## src/rtl/led_seq_pkg.sv

```systemverilog
// led_seq_pkg -- shared types and constants for the LED sequencer.
//   state_e    : controller states (IDLE / RUN / PAUSE)
//   dir_e      : bounce direction (up = towards bit WIDTH-1)
//   MODE_*     : encodings of the mode input
//   EDGE_CNT_W : prescaler counter width, wide enough for STEP_DIV up to 16
package led_seq_pkg;

  typedef enum logic [1:0] {
    IDLE  = 2'd0,
    RUN   = 2'd1,
    PAUSE = 2'd2
  } state_e;

  typedef enum logic {
    DIR_UP   = 1'b0,
    DIR_DOWN = 1'b1
  } dir_e;

  localparam logic MODE_ROT    = 1'b0;
  localparam logic MODE_BOUNCE = 1'b1;

  localparam int EDGE_CNT_W = 5;

endpackage

```

## src/rtl/led_seq_if.sv

```systemverilog
// led_seq_if -- control/status bundle of the LED sequencer.
//   tick_in, start, stop, mode : driven by the master (controller side)
//   led, busy, step_pulse      : driven by the slave (led_seq)
//   pass_cnt                   : present only with LED_SEQ_PASS_CNT_EN defined
interface led_seq_if #(
  parameter int WIDTH = 8
);

  logic             tick_in;
  logic             start;
  logic             stop;
  logic             mode;
  logic [WIDTH-1:0] led;
  logic             busy;
  logic             step_pulse;
`ifdef LED_SEQ_PASS_CNT_EN
  logic [7:0]       pass_cnt;

  modport master (
    output tick_in, start, stop, mode,
    input  led, busy, step_pulse, pass_cnt
  );

  modport slave (
    input  tick_in, start, stop, mode,
    output led, busy, step_pulse, pass_cnt
  );
`else
  modport master (
    output tick_in, start, stop, mode,
    input  led, busy, step_pulse
  );

  modport slave (
    input  tick_in, start, stop, mode,
    output led, busy, step_pulse
  );
`endif

endinterface

```

## src/rtl/led_seq_edge_tick.sv

```systemverilog
// edge_tick -- rising-edge detector and STEP_DIV prescaler for the divider
// square wave.
//   clk, rst : clock and asynchronous active-low reset
//   tick_in  : divider output (already registered in this clock domain)
//   enable   : count edges only while high
//   clear    : restart the prescaler at zero
//   step     : combinational, high in the cycle of every STEP_DIV-th counted edge
module edge_tick
  import led_seq_pkg::*;
#(
  parameter int STEP_DIV = 1
) (
  input  logic clk,
  input  logic rst,
  input  logic tick_in,
  input  logic enable,
  input  logic clear,
  output logic step
);

  logic                  tick_d_q, tick_d_d;
  logic [EDGE_CNT_W-1:0] edge_cnt_q, edge_cnt_d;
  logic                  edge_w;
  logic                  last_w;

  always_comb begin
    tick_d_d = tick_in;
    edge_w   = tick_in & ~tick_d_q;
    last_w   = (edge_cnt_q == EDGE_CNT_W'(STEP_DIV - 1));
    // enable and clear are never high together (clear only fires outside RUN)
    step     = enable & edge_w & last_w;

    edge_cnt_d = edge_cnt_q;
    if (clear) begin
      edge_cnt_d = '0;
    end else if (enable && edge_w) begin
      edge_cnt_d = last_w ? '0 : edge_cnt_q + 1'b1;
    end
  end

  always_ff @(posedge clk or negedge rst) begin
    if (!rst) begin
      tick_d_q   <= 1'b0;
      edge_cnt_q <= '0;
    end else begin
      tick_d_q   <= tick_d_d;
      edge_cnt_q <= edge_cnt_d;
    end
  end

endmodule

```

## src/rtl/led_seq.sv

```systemverilog
// led_seq -- one-hot LED pattern sequencer (rotate / bounce) stepped by the
// clock-divider square wave.
//   clk  : system clock
//   rst  : asynchronous active-low reset
//   bus  : led_seq_if slave -- tick_in/start/stop/mode in,
//          led/busy/step_pulse out (plus pass_cnt with LED_SEQ_PASS_CNT_EN)
// Optional feature macro: LED_SEQ_PASS_CNT_EN adds an 8-bit saturating count
// of completed passes (rotate wrap to bit 0, bounce return to bit 0).
module led_seq
  import led_seq_pkg::*;
#(
  parameter int WIDTH    = 8,
  parameter int STEP_DIV = 1
) (
  input  logic     clk,
  input  logic     rst,
  led_seq_if.slave bus
);

  state_e           state_q, state_d;
  logic [WIDTH-1:0] led_q, led_d;
  dir_e             dir_q, dir_d;
  logic             step_pulse_q, step_pulse_d;

  logic             step;
  logic             cnt_enable;
  logic             cnt_clear;
  logic             go_up;
  logic [WIDTH-1:0] adv_led;
  dir_e             adv_dir;
`ifdef LED_SEQ_PASS_CNT_EN
  logic [7:0]       pass_cnt_q, pass_cnt_d;
  logic             adv_pass;
`endif

  // A stop in RUN suppresses the step and freezes the prescaler that cycle.
  assign cnt_enable = (state_q == RUN) && !bus.stop;
  // Every accepted start (from IDLE or PAUSE) restarts the prescaler.
  assign cnt_clear  = ((state_q == IDLE) || (state_q == PAUSE)) && bus.start && !bus.stop;

  edge_tick #(
    .STEP_DIV(STEP_DIV)
  ) u_edge_tick (
    .clk    (clk),
    .rst    (rst),
    .tick_in(bus.tick_in),
    .enable (cnt_enable),
    .clear  (cnt_clear),
    .step   (step)
  );

  // Next pattern value. In bounce mode the effective direction is forced away
  // from an end bit, so a pattern left at an end by rotate mode (with a stale
  // dir) still bounces back instead of shifting out.
  always_comb begin
    go_up   = ((dir_q == DIR_UP) && !led_q[WIDTH-1]) || led_q[0];
    adv_dir = dir_q;
    if (bus.mode == MODE_ROT) begin
      adv_led = {led_q[WIDTH-2:0], led_q[WIDTH-1]};
    end else begin
      adv_led = go_up ? (led_q << 1) : (led_q >> 1);
      if (adv_led[WIDTH-1]) begin
        adv_dir = DIR_DOWN;
      end else if (adv_led[0]) begin
        adv_dir = DIR_UP;
      end else begin
        adv_dir = go_up ? DIR_UP : DIR_DOWN;
      end
    end
  end

`ifdef LED_SEQ_PASS_CNT_EN
  // A pass completes whenever bit 0 is reached by a rotate wrap or a downward bounce.
  assign adv_pass = adv_led[0] && ((bus.mode == MODE_ROT) || !go_up);
`endif

  // Next-state and pattern register update.
  always_comb begin
    state_d      = state_q;
    led_d        = led_q;
    dir_d        = dir_q;
    step_pulse_d = 1'b0;
`ifdef LED_SEQ_PASS_CNT_EN
    pass_cnt_d   = pass_cnt_q;
`endif
    unique case (state_q)
      IDLE: begin
        if (bus.start && !bus.stop) begin
          state_d = RUN;
          led_d   = {{(WIDTH-1){1'b0}}, 1'b1};
          dir_d   = DIR_UP;
        end
      end
      RUN: begin
        if (bus.stop) begin
          state_d = PAUSE;
        end else if (step) begin
          led_d        = adv_led;
          dir_d        = adv_dir;
          step_pulse_d = 1'b1;
`ifdef LED_SEQ_PASS_CNT_EN
          if (adv_pass && (pass_cnt_q != 8'hFF)) begin
            pass_cnt_d = pass_cnt_q + 8'd1;
          end
`endif
        end
      end
      PAUSE: begin
        if (bus.stop) begin
          state_d = IDLE;
          led_d   = '0;
`ifdef LED_SEQ_PASS_CNT_EN
          pass_cnt_d = '0;
`endif
        end else if (bus.start) begin
          state_d = RUN;
        end
      end
      default: begin
        state_d = IDLE;
        led_d   = '0;
      end
    endcase
  end

  always_ff @(posedge clk or negedge rst) begin
    if (!rst) begin
      state_q      <= IDLE;
      led_q        <= '0;
      dir_q        <= DIR_UP;
      step_pulse_q <= 1'b0;
`ifdef LED_SEQ_PASS_CNT_EN
      pass_cnt_q   <= '0;
`endif
    end else begin
      state_q      <= state_d;
      led_q        <= led_d;
      dir_q        <= dir_d;
      step_pulse_q <= step_pulse_d;
`ifdef LED_SEQ_PASS_CNT_EN
      pass_cnt_q   <= pass_cnt_d;
`endif
    end
  end

  // Outputs.
  always_comb begin
    bus.led        = led_q;
    bus.busy       = (state_q == RUN) || (state_q == PAUSE);
    bus.step_pulse = step_pulse_q;
`ifdef LED_SEQ_PASS_CNT_EN
    bus.pass_cnt   = pass_cnt_q;
`endif
  end

endmodule

```

## src/flat_wrapper.sv

```systemverilog
// flat-port wrapper written by rule: the top's interface ports become plain ports
module led_seq_flat import led_seq_pkg::*;
#(
  parameter int WIDTH    = 8,
  parameter int STEP_DIV = 1
)
  (clk, rst, bus_tick_in, bus_start, bus_stop, bus_mode, bus_led, bus_busy, bus_step_pulse);
  led_seq_if #(.WIDTH(WIDTH)) bus_i ();
  input  logic clk;
  input  logic rst;
  input wire logic [$bits(bus_i.tick_in)-1:0] bus_tick_in;
  input wire logic [$bits(bus_i.start)-1:0] bus_start;
  input wire logic [$bits(bus_i.stop)-1:0] bus_stop;
  input wire logic [$bits(bus_i.mode)-1:0] bus_mode;
  output wire logic [$bits(bus_i.led)-1:0] bus_led;
  output wire logic [$bits(bus_i.busy)-1:0] bus_busy;
  output wire logic [$bits(bus_i.step_pulse)-1:0] bus_step_pulse;
  assign bus_i.tick_in = bus_tick_in;
  assign bus_i.start = bus_start;
  assign bus_i.stop = bus_stop;
  assign bus_i.mode = bus_mode;
  assign bus_led = bus_i.led;
  assign bus_busy = bus_i.busy;
  assign bus_step_pulse = bus_i.step_pulse;
  led_seq #(.WIDTH(WIDTH), .STEP_DIV(STEP_DIV)) u_core (.clk(clk), .rst(rst), .bus(bus_i));
endmodule
```

## config.mk

```make
export PLATFORM = sky130hd
export DESIGN_NAME = led_seq_flat
export DESIGN_NICKNAME = d
export VERILOG_FILES = /design/src/rtl/led_seq_pkg.sv /design/src/rtl/led_seq_if.sv /design/src/rtl/led_seq_edge_tick.sv /design/src/rtl/led_seq.sv /design/src/flat_wrapper.sv
export SDC_FILE = /design/constraint.sdc
export NUM_CORES = 1
export LEC_CHECK = 0
export CAP_MARGIN = 20
export CELL_PAD_IN_SITES_DETAIL_PLACEMENT = 0
export CELL_PAD_IN_SITES_GLOBAL_PLACEMENT = 1
export CORE_ASPECT_RATIO = 0.9
export CORE_MARGIN = 4
export CORE_UTILIZATION = 35
export CTS_CLUSTER_DIAMETER = 50
export CTS_CLUSTER_SIZE = 28
export DETAILED_ROUTE_END_ITERATION = 8
export PLACE_DENSITY = 0.76
export SLEW_MARGIN = 20
export SYNTH_ARGS = -nofsm -noshare
export SYNTH_HDL_FRONTEND = slang
export SYNTH_HIERARCHICAL = 1
export SYNTH_SLANG_ARGS = --single-unit
```

## constraint.sdc

```tcl
create_clock -name clk -period 2.3 [get_ports clk]
set_input_delay 0.575 -clock clk [delete_from_list [all_inputs] [get_ports clk]]
set_output_delay 0.575 -clock clk [all_outputs]
set_load 0.02 [all_outputs]
```

==> impl_metrics.json <==
{
  "p_comb_frac": 0.426,
  "syn-mean-instance-area_um2": 9.53,
  "slew_headroom": 0.720,
  "p_total_uw": 929,
  "setup_viol": 0,
  "worstMarginPinSlew_ns": 0.419,
  "p_seq_frac": 0.410,
  "async_reset_ff_frac": 1.00,
  "fin_area_mm2": 0.00134,
  "worstSetupPathType": "in -> reg",
  "setup_ws_ns": 0.213,
  "drive_above_1_share": 0.162,
  "core_mm2": 0.00284,
  "pre_cts_ws_ns": -0.165,
  "p_int_uw": 572,
  "pwr-share-clk": 0.164,
  "p_leak_uw": 0.000623,
  "synth_enable_flop_cells": 0,
  "cpMaxStageDelayCell": "a221o_2",
  "start_kind": "input pin",
  "final_nets": 150,
  "cap_violations": 0,
  "rsz0062_at_grt": "no",
  "placed_cell_area_mm2": 0.00131,
  "numPortBuffers": 15,
  "row_count": 18,
  "path_cells": "clkdlybuf4s50_1, and2b_1, nand3b_4, and2b_2, nand2b_1, a221o_2, nand2_1, o21ai_2",
  "cts_tree": "done",
  "slew_violations": 0,
  "postRouteAntennaNets": 0,
  "cts_setup_buffers": 0,
  "drt-pass1-iter-count": 4,
  "crit_path_max_incr_delay_ns": 0.46,
  "grt_pass1_wl_um": 3660,
  "die-area_mm2": 0.00400,
  "synth_ff_type": "dfrtp_1",
  "syn-cell-area_mm2": 0.00107,
  "dieWidth_um": 66.2,
  "area_delta_synth_final_pct": 25.4,
  "switching_share": 0.385,
  "syn_nets": 124,
  "vias": 869,
  "fillers": 291,
  "stdcell_count": 176,
  "clock.fmax_mhz": 479,
  "holdBufCountCts": 0,
  "seq_area_frac_synth": 0.422,
  "drc_errors": 0,
  "grt_max_degree": 19,
  "critPathRequiredTime_ns": 2.47,
  "wl_per_cell_um": 12.2,
  "initial_utilization": 0.376,
  "switchingPower_uw": 357,
  "antenna_found_initial": 0,
  "irDropWorstVdd_uv": 487,
  "die_h_um": 60.4,
  "drt-initial-drc-count": 30,
  "grt_use_total": 0.120,
  "fin_setup_tns_ns": 0,
  "overflow": 0,
  "status": "complete, no violations",
  "hpwl_um": 1690,
  "ys_warn_count": 6,
  "insertion_delay_ns": 0.29,
  "clock-sinks": 18,
  "crit_fanout": 11,
  "cts_buffer_depth": 2,
  "antenna_cells": 0,
  "place.gp.congestion": 0.821,
  "period_share": 0.907,
  "grt_pass1_vias": 820,
  "cts_made_buffers": 3,
  "clockRootBuffer": "clkbuf_4",
  "clkTransAtPathRegs_ns": 0.09,
  "fin_crit_ns": 2.09,
  "skew_ns": 0.0103,
  "place_inst": 173,
  "finalHoldViolCount": 0,
  "powerDensity_mw_per_mm2": 694,
  "htreeDepth": 1,
  "routed_wl_um": 2150,
  "ios": 16,
  "endpoint_kind": "register",
  "min_path_type": "reg -> reg",
  "synth_cell_types": 35,
  "viasPerCell": 4.94,
  "critPathArrivalTime_ns": 2.26,
  "synthCells": 112,
  "ys_seq_elements": 18
}
cell usage after synthesis, types with 2 or more instances:
library cell	count	area [um^2]
o21a_1	2	15.0
o21ai_2	3	26.3
nor3_1	2	10.0
nor2_1	9	33.8
nor2b_1	3	18.8
ha_1	6	75.1
nand3_1	4	20.0
and2b_1	2	15.0
nand2b_1	2	12.5
a21oi_1	4	20.0
nand2_1	13	48.8
dfrtp_1	18	450
mux2i_1	5	50.1
o21ai_0	5	25.0
o21ai_1	6	30.0
or3_1	3	18.8
o211ai_1	2	15.0
inv_1	6	22.5
per-stage QoR:
stage	utilization	hold WS, ns
floorplan	-	0.279
global placement	0.462	0.527
detailed placement	0.462	0.542
CTS	0.470	0.563
global route	0.472	0.582
finish	0.472	0.562
path summary, 6_finish.rpt:
check | startpoint | end | slack [ns] | cells past startpoint
max | bus_stop | u_core/bus.led[7] | 0.21 | 8
min | u_core/dir_q | u_core/dir_q | 0.56 | 2
max reg2reg | u_core/u_edge_tick/edge_cnt_q[0] | u_core/bus.led[7] | 0.30 | 9
min reg2reg | u_core/dir_q | u_core/dir_q | 0.56 | 2
max in group asynchronous | rst | u_core/state_q[0] | 1.50 | 2
min in group asynchronous | rst | u_core/u_edge_tick/tick_d_q | 0.59 | 2
critical path: cells and delay by family:
| kind | cells | cell delay [ns] |
|---|---|---|
| buffers and inverters | 1 | 0.42 |
| and+or+nand+nor | 5 | 0.75 |
| AOI/OAI and AO/OA | 2 | 0.52 |
sequential cells by signal (all words and copies together) (netlist names):
register and cells:
u_core/state_q 2, u_core/bus.step_pulse 1, u_core/u_edge_tick/tick_d_q 1, u_core/u_edge_tick/edge_cnt_q 5, u_core/bus.led 8, u_core/dir_q 1
power by group through the flow:
stage	Clock [uW]	Sequential (uW)	Combinational (uW)
2_1_floorplan	0	397	271
3_3_place_gp	0	384	388
3_5_place_dp	0	386	397
4_1_cts	159	380	400
5_1_grt	172	390	445
6_report	153	381	396
placed cells by master (no fill, tap or decap), types with 5 or more instances in the layout:
master	count
dfrtp_1	17
clkdlybuf4s50_1	14
nand2_1	13
nor2_1	9
buf_4	8
inv_1	6
o21ai_1	6
ha_1	6
mux2i_1	5
o21ai_0	5
area by class of cell:
type,instances,area [um^2],area share
clock buffer,3,22.5,0.0168
inverter,6,22.5,0.0168
multi-input combinational,86,579,0.433
sequential,18,452,0.337
tap,40,50.0,0.0374
timing repair buffer,23,213,0.159
timing repair:
item / 4_1_cts / 5_1_grt
setup endpoints to repair: 0 / 2
gates resized for setup: 0 / 3
endpoints found under the hold margin: 0 / 0
per-layer routing:
layer	wire, um	vias to the layer above	GRT usage	share of wire
li1	-	437	-	-
met1	1070	407	0.167	0.50
met2	957	23	0.174	0.44
met3	112	2	0.0463	0.052
met4	13	0	0.0348	0.0060
met5	0	-	0	0
kinds of logic (layout without fill, tap and decap cells):
| kind of cell | Yosys count | in the layout | share of synthesized area |
|---|---|---|---|
| fa+ha+maj | 6 | 6 | 0.0703 |
| buf+inv | 8 | 32 | 0.0363 |
| xor+xnor | 1 | 1 | 0.00821 |
| simple gates | 47 | 47 | 0.246 |
| mux | 6 | 6 | 0.0574 |
| compound gates | 26 | 26 | 0.159 |
| flops | 18 | 18 | 0.422 |
Power figures use the tool's default switching activity.
